==> config.mk <==
export PLATFORM = sky130hd
export DESIGN_NAME = hazard_ctrl
export DESIGN_NICKNAME = d
export VERILOG_FILES = /design/src/rtl/hazard_ctrl_pkg.sv /design/src/rtl/hazard_port_sel.sv /design/src/rtl/hazard_ctrl.sv
export SDC_FILE = /design/constraint.sdc
export NUM_CORES = 1
export LEC_CHECK = 0
export ABC_AREA = 1
export BUFFER_PORTS_ARGS = -buffer_cell sky130_fd_sc_hd__clkbuf_2
export CAP_MARGIN = 0
export CORE_AREA = 8 8 133 135
export DETAILED_ROUTE_END_ITERATION = 8
export DIE_AREA = 0 0 141 143
export HOLD_SLACK_MARGIN = 0.05
export PLACE_DENSITY = 0.87
export SYNTH_ARGS = -nofsm -noshare
export SYNTH_HDL_FRONTEND = slang
export SYNTH_SLANG_ARGS = --single-unit
==> constraint.sdc <==
create_clock -name clk -period 2.6 [get_ports clk]
set_input_delay 0.13 -clock clk [delete_from_list [all_inputs] [get_ports clk]]
set_output_delay 0.13 -clock clk [all_outputs]
set_load 0.05 [all_outputs]
==> src/rtl/hazard_ctrl_pkg.sv <==
// Shared definitions for the decode-stage issue interlock: GPR address width,
// scoreboard counter sizing and the per-stage result broadcast bundle.
// Pure definitions; no latency or backpressure of its own.
package hazard_ctrl_pkg;

    localparam int GPR_ADDR_W = 5;
    localparam int DATA_W     = 32;
    localparam int SB_CNT_W   = 2;
    localparam int SB_CNT_MAX = (1 << SB_CNT_W) - 1;

    // Result broadcast from one downstream stage (EX, MEM or WB).
    typedef struct packed {
        logic                  vld;
        logic                  we;
        logic [GPR_ADDR_W-1:0] waddr;
        logic [DATA_W-1:0]     wdata;
        logic                  data_ok;
    } stage_bc_t;

    // True when the stage holds a live writer of register a.
    function automatic logic stage_hit(input stage_bc_t s, input logic [GPR_ADDR_W-1:0] a);
        return s.vld & s.we & (s.waddr == a);
    endfunction

endpackage

==> src/rtl/hazard_port_sel.sv <==
// Bypass selection for one decode read port: youngest-writer match over EX/MEM/WB.
// Latency: purely combinational, 0 cycles.
// Backpressure: raises stall when the youngest writer's result is not final yet.
//
// Ports: id_valid/raddr  - decode read request
//        ex_bc/mem_bc/wb_bc - stage broadcasts (wb_bc.data_ok tied high by the parent)
//        cnt_busy       - scoreboard says a writer of raddr is in flight
//        occur/forward  - bypass hit and its data; stall - port must wait
module hazard_port_sel
    import hazard_ctrl_pkg::*;
(
    input  logic                  id_valid,
    input  logic [GPR_ADDR_W-1:0] raddr,
    input  stage_bc_t             ex_bc,
    input  stage_bc_t             mem_bc,
    input  stage_bc_t             wb_bc,
    input  logic                  cnt_busy,
    output logic                  occur,
    output logic [DATA_W-1:0]     forward,
    output logic                  stall
);

    always_comb begin
        occur   = 1'b0;
        forward = '0;
        stall   = 1'b0;
        if (id_valid && (raddr != '0)) begin
            // Only the youngest matching stage decides; an unready EX result
            // must not fall through to an older, stale MEM/WB value.
            if (stage_hit(ex_bc, raddr)) begin
                if (ex_bc.data_ok) begin
                    occur   = 1'b1;
                    forward = ex_bc.wdata;
                end else begin
                    stall = 1'b1;
                end
            end else if (stage_hit(mem_bc, raddr)) begin
                if (mem_bc.data_ok) begin
                    occur   = 1'b1;
                    forward = mem_bc.wdata;
                end else begin
                    stall = 1'b1;
                end
            end else if (stage_hit(wb_bc, raddr)) begin
                if (wb_bc.data_ok) begin
                    occur   = 1'b1;
                    forward = wb_bc.wdata;
                end else begin
                    stall = 1'b1;
                end
            end else begin
                // Writer exists but sits in a stage whose valid is masked.
                stall = cnt_busy;
            end
        end
    end

endmodule

==> src/rtl/hazard_ctrl.sv <==
// Decode-stage issue interlock: per-GPR in-flight writer scoreboard plus bypass select.
// Latency: 0 cycles broadcast-to-forward; scoreboard updates on the next clk edge.
// Backpressure: pause stalls ID while a needed operand is not yet available.
//
// Ports: clk/reset (sync, active high); id_* issue handshake and read addresses;
//        ex_/mem_/wb_* stage broadcasts; wb_retire; flush;
//        pause, addrN_occur/addrN_forward outputs; sb_err sticky counter fault.
module hazard_ctrl
    import hazard_ctrl_pkg::*;
#(
    parameter int NREG  = 32,
    parameter int CNT_W = SB_CNT_W
) (
    input  logic                  clk,
    input  logic                  reset,
    input  logic                  id_valid,
    input  logic                  id_fire,
    input  logic                  id_rf_we,
    input  logic [GPR_ADDR_W-1:0] id_waddr,
    input  logic [GPR_ADDR_W-1:0] id_raddr1,
    input  logic [GPR_ADDR_W-1:0] id_raddr2,
    input  logic                  ex_valid,
    input  logic                  mem_valid,
    input  logic                  wb_valid,
    input  logic                  ex_we,
    input  logic                  mem_we,
    input  logic                  wb_we,
    input  logic [GPR_ADDR_W-1:0] ex_waddr,
    input  logic [GPR_ADDR_W-1:0] mem_waddr,
    input  logic [GPR_ADDR_W-1:0] wb_waddr,
    input  logic [DATA_W-1:0]     ex_wdata,
    input  logic [DATA_W-1:0]     mem_wdata,
    input  logic [DATA_W-1:0]     wb_wdata,
    input  logic                  ex_data_ok,
    input  logic                  mem_data_ok,
    input  logic                  wb_retire,
    input  logic                  flush,
    output logic                  pause,
    output logic                  addr1_occur,
    output logic                  addr2_occur,
    output logic [DATA_W-1:0]     addr1_forward,
    output logic [DATA_W-1:0]     addr2_forward,
    output logic                  sb_err
);

    localparam logic [CNT_W-1:0] CNT_MAX = {CNT_W{1'b1}};

    // r0 has no counter; it is never a hazard.
    logic [CNT_W-1:0] cnt     [1:NREG-1];
    logic [CNT_W-1:0] cnt_nxt [1:NREG-1];
    logic             cnt_err;
    logic             issue_we;
    logic             retire_we;
    logic             busy1;
    logic             busy2;
    logic             stall1;
    logic             stall2;

    stage_bc_t ex_bc;
    stage_bc_t mem_bc;
    stage_bc_t wb_bc;

    assign ex_bc  = '{vld: ex_valid,  we: ex_we,  waddr: ex_waddr,  wdata: ex_wdata,  data_ok: ex_data_ok};
    assign mem_bc = '{vld: mem_valid, we: mem_we, waddr: mem_waddr, wdata: mem_wdata, data_ok: mem_data_ok};
    // WB results are always final; the RF write lands at the same edge.
    assign wb_bc  = '{vld: wb_valid,  we: wb_we,  waddr: wb_waddr,  wdata: wb_wdata,  data_ok: 1'b1};

    // Issue during a flush belongs to a killed instruction.
    assign issue_we  = id_fire & id_rf_we & ~flush;
    assign retire_we = wb_retire & wb_valid & wb_we;

    always_comb begin
        cnt_err = 1'b0;
        for (int i = 1; i < NREG; i++) begin
            cnt_nxt[i] = cnt[i];
            if (issue_we && (id_waddr == GPR_ADDR_W'(i)) &&
                !(retire_we && (wb_waddr == GPR_ADDR_W'(i)))) begin
                if (cnt[i] == CNT_MAX) cnt_err = 1'b1;
                else                   cnt_nxt[i] = cnt[i] + CNT_W'(1);
            end else if (retire_we && (wb_waddr == GPR_ADDR_W'(i)) &&
                         !(issue_we && (id_waddr == GPR_ADDR_W'(i)))) begin
                if (cnt[i] == '0) cnt_err = 1'b1;
                else              cnt_nxt[i] = cnt[i] - CNT_W'(1);
            end
        end
    end

    always_ff @(posedge clk) begin
        if (reset) begin
            for (int i = 1; i < NREG; i++) cnt[i] <= '0;
            sb_err <= 1'b0;
        end else if (flush) begin
            // Everything younger than WB dies; WB retires by this edge, so
            // clearing every counter also covers a same-cycle retire.
            for (int i = 1; i < NREG; i++) cnt[i] <= '0;
        end else begin
            for (int i = 1; i < NREG; i++) cnt[i] <= cnt_nxt[i];
            sb_err <= sb_err | cnt_err;
        end
    end

    always_comb begin
        busy1 = 1'b0;
        busy2 = 1'b0;
        for (int i = 1; i < NREG; i++) begin
            if ((id_raddr1 == GPR_ADDR_W'(i)) && (cnt[i] != '0)) busy1 = 1'b1;
            if ((id_raddr2 == GPR_ADDR_W'(i)) && (cnt[i] != '0)) busy2 = 1'b1;
        end
    end

    hazard_port_sel u_port1 (
        .id_valid (id_valid),
        .raddr    (id_raddr1),
        .ex_bc    (ex_bc),
        .mem_bc   (mem_bc),
        .wb_bc    (wb_bc),
        .cnt_busy (busy1),
        .occur    (addr1_occur),
        .forward  (addr1_forward),
        .stall    (stall1)
    );

    hazard_port_sel u_port2 (
        .id_valid (id_valid),
        .raddr    (id_raddr2),
        .ex_bc    (ex_bc),
        .mem_bc   (mem_bc),
        .wb_bc    (wb_bc),
        .cnt_busy (busy2),
        .occur    (addr2_occur),
        .forward  (addr2_forward),
        .stall    (stall2)
    );

    assign pause = id_valid & (stall1 | stall2) & ~flush;

endmodule

==> impl_metrics.tcl <==
set metrics [dict create \
    die_y_um 143 \
    clk_path_buf_depth 2 \
    clk_latency_ns 0.34 \
    synth_edf_count 62 \
    overflow 0 \
    gp_congestion 1.02 \
    cts_tree "yes" \
    synthMuxAreaShare_pct 0 \
    cts_made_buffers 9 \
    critPathMaxFanout 3 \
    synth_top_family_by_area "simple AND/OR/NAND/NOR gates" \
    ys.flop_type "edfxtp_1" \
    first_iter_violations 1256 \
    cts.sinks 63 \
    fin_cells 1838 \
    cts_hold_buf 0 \
    grt.total_usage_pct 33.3 \
    yosys.area_share.simple_pct 33.1 \
    cp-end-kind "output port" \
    start_util_pct 54.5 \
    synthTopCellsByArea "edfxtp_1 (22%), nand2_1 (14%), inv_1 (10%)" \
    numPortBuffers 208 \
    cts_htree_levels 3 \
    synthXorXnorAreaFrac_pct 0.825 \
    cts-root-buf "clkbuf_16" \
    fill_cells 1341 \
    synth_compound_area_share_pct 20.7 \
    cp.arrival_ns 2.25 \
    ys_seq_elements 63 \
    dieArea_um2 20200 \
    drc_errors 0 \
    drv_cap 0 \
    final-setup-viol-count 0 \
    slew_viol_final 0 \
    placed_area_um2 10600 \
    rsz0062_at_grt "no" \
    power_uw 3550 \
    yosysUniqueCellTypes 44 \
    r2r_cells 10 \
    die_x_um 141 \
    ys_warn_count 0 \
    viasPerCell 5.85 \
    worstSetupStartpointType "register" \
    status "finished clean" \
    period_minus_slack_ns 2.38 \
    timing.fmax_mhz 421 \
    worst_slew_pin_slew_ns 0.644 \
    avgSynthCellArea_um2 5.99 \
    design_area_um2 10900 \
    worstSetupPathType "register to output port" \
    area_delta_synth_final_pct 28.4 \
    cts.reportedPaths.clkPinSlew_ns 0.05 \
    synthDominantCellAreaShare_pct 21.9 \
    hold_violations 0 \
    required_ns 2.47 \
    netlist_area_um2 8490 \
    dpl.cell_count 1821 \
    top_layer "met4" \
    synth_fa_ha_area_share_pct 9.13 \
    ys_seq_area_share_pct 22.2 \
    drive_above_1_share_pct 18.0 \
    vdd_ir_drop_max_mv 0.406 \
    fin_crit_sh_pct 91.5 \
    leakage_uw 0.00488 \
    dpl.hpwl_um 28200 \
    holdPathStages 4 \
    grt_max_degree 64 \
    grt_antenna_before_repair 1 \
    num_vias 10700 \
    grt_pass1_vias 9939 \
    finClkSkew_ns 0.00908 \
    post_drt_wl_per_cell_um 18.9 \
    ios 209 \
    nNetsFinal 1819 \
    yosys.area.top_type "edfxtp_1" \
    routed_wl_um 34700 \
    syn_nets 1620 \
    finalSetupTns_ns 0 \
    powerDensity_nw_per_um2 325 \
    maxSlewHeadroom_pct 57.1 \
    met1Wirelength_um 13300 \
    coreArea_um2 15600 \
    grt_pass1_wl_um 53100 \
    hold_path.class "input pin to register" \
    synthCells 1417 \
    drt_pass1_iterations 8 \
    async_flop_share_pct 0 \
    wl_met2_um 15700 \
    dr_wl_met3_um 3860 \
    rows 46 \
    antenna_left 0 \
]
-- flip-flops by register name, summed over array words and instances, names as in the netlist --
name	count
cnt	62
sb_err	1
-- path summary, 6_finish.rpt --
path	to	slack (ns)	startpoint
worst max register to register	sb_err	0.65	cnt[1][12]
worst max-delay path	pause	0.22	cnt[1][30]
worst min register to register	sb_err	0.49	sb_err
worst min-delay path	sb_err	0.11	reset
-- metrics by stage --
| stage | worst slack (ns) | hold slack [ns] | utilization (%) |
|---|---|---|---|
| 6_report | 0.222 | 0.113 | 69.9 |
| 5_1_grt | 0.0633 | 0.133 | 69.9 |
| 4_1_cts | 0.152 | 0.0985 | 69.9 |
| 3_5_place_dp | 0.112 | 0.443 | 68.1 |
| 3_3_place_gp | 0.0700 | 0.442 | 68.1 |
| 2_1_floorplan | 0.199 | 0.273 | - |
-- per-layer routing --
layer  vias up  GRT usage [%]
li1       5043              -
met1      4848           41.4
met2       704           53.0
met3       150           7.51
met4         0           17.9
met5         -              0
-- cell type report --
class	instances	area (µm²)	area share, %
inverter	242	908	8.33
clock buffer	10	229	2.10
timing repair buffer	245	2140	19.6
clock inverter	6	58.8	0.539
multi-input combinational	1055	5420	49.7
sequential	63	1880	17.2
antenna	1	2.50	0.0229
tap	216	270	2.48
-- Yosys cell counts (5+ instances only) --
| cell type | instances |
|---|---|
| nand2_1 | 319 |
| inv_1 | 233 |
| nor2_1 | 217 |
| a21oi_1 | 114 |
| o21ai_0 | 92 |
| nand3_1 | 85 |
| edfxtp_1 | 62 |
| ha_1 | 62 |
| a211oi_1 | 41 |
| clkbuf_1 | 23 |
| buf_2 | 19 |
| a31oi_1 | 17 |
| nand4_1 | 15 |
| nor3_1 | 15 |
| or2_2 | 14 |
| o22ai_1 | 11 |
| o31ai_1 | 9 |
| buf_4 | 6 |
| o21ai_1 | 6 |
| inv_2 | 5 |
-- worst max-delay path, cell delays in order (launching register included) --
cell      delay, ns
edfxtp_1       0.42
nor2_2         0.31
inv_1          0.18
nand2_1        0.10
nand3_1        0.09
nor2_1         0.13
nand2_1        0.06
nand2_1        0.06
nand2_1        0.05
nand2_1        0.06
nand2_1        0.05
nand2_1        0.06
a21oi_2        0.08
clkbuf_2       0.24
-- cell usage in the layout (no fill, tap or decap), types with 2 or more instances in the layout --
| master | n |
|---|---|
| a21oi_1 | 114 |
| ha_1 | 62 |
| nand3_2 | 3 |
| buf_12 | 55 |
| edfxtp_1 | 62 |
| nor4_1 | 4 |
| o22ai_1 | 11 |
| clkinv_1 | 6 |
| a22oi_1 | 2 |
| xnor2_1 | 4 |
| nand4_1 | 15 |
| nor3_1 | 15 |
| a31oi_1 | 17 |
| o21ai_1 | 7 |
| a211oi_1 | 41 |
| o31ai_1 | 9 |
| clkbuf_2 | 156 |
| or2_2 | 14 |
| buf_4 | 34 |
| clkbuf_16 | 9 |
| a211oi_2 | 4 |
| xor2_1 | 4 |
| nor2_1 | 215 |
| nor2_2 | 3 |
| a22o_1 | 3 |
| inv_1 | 233 |
| o2111ai_1 | 2 |
| o21ai_0 | 91 |
| nand3_1 | 85 |
| nand2_1 | 319 |
| inv_2 | 5 |
-- power breakdown --
| group | internal, µW | switching, µW | leakage (µW) | total, µW |
|---|---|---|---|---|
| clock | 737 | 452 | 0.000138 | 1190 |
| sequential | 1240 | 78.6 | 0.000680 | 1310 |
| combinational | 335 | 709 | 0.00406 | 1040 |
-- cells by family after synthesis --
| family | after synthesis |
|---|---|
| and+or+nand+nor | 680 |
| xor gates and xnor gates | 8 |
| adders and majority gates | 62 |
| DFF | 63 |
| AOI/OAI and AO/OA | 305 |
| buffers and inverters | 299 |
-- what timing repair did --
item	in CTS	in global routing
gates resized for setup	0	1
endpoints found under the setup margin	0	1
buffers inserted	0	0
Power figures use the tool's default switching activity.
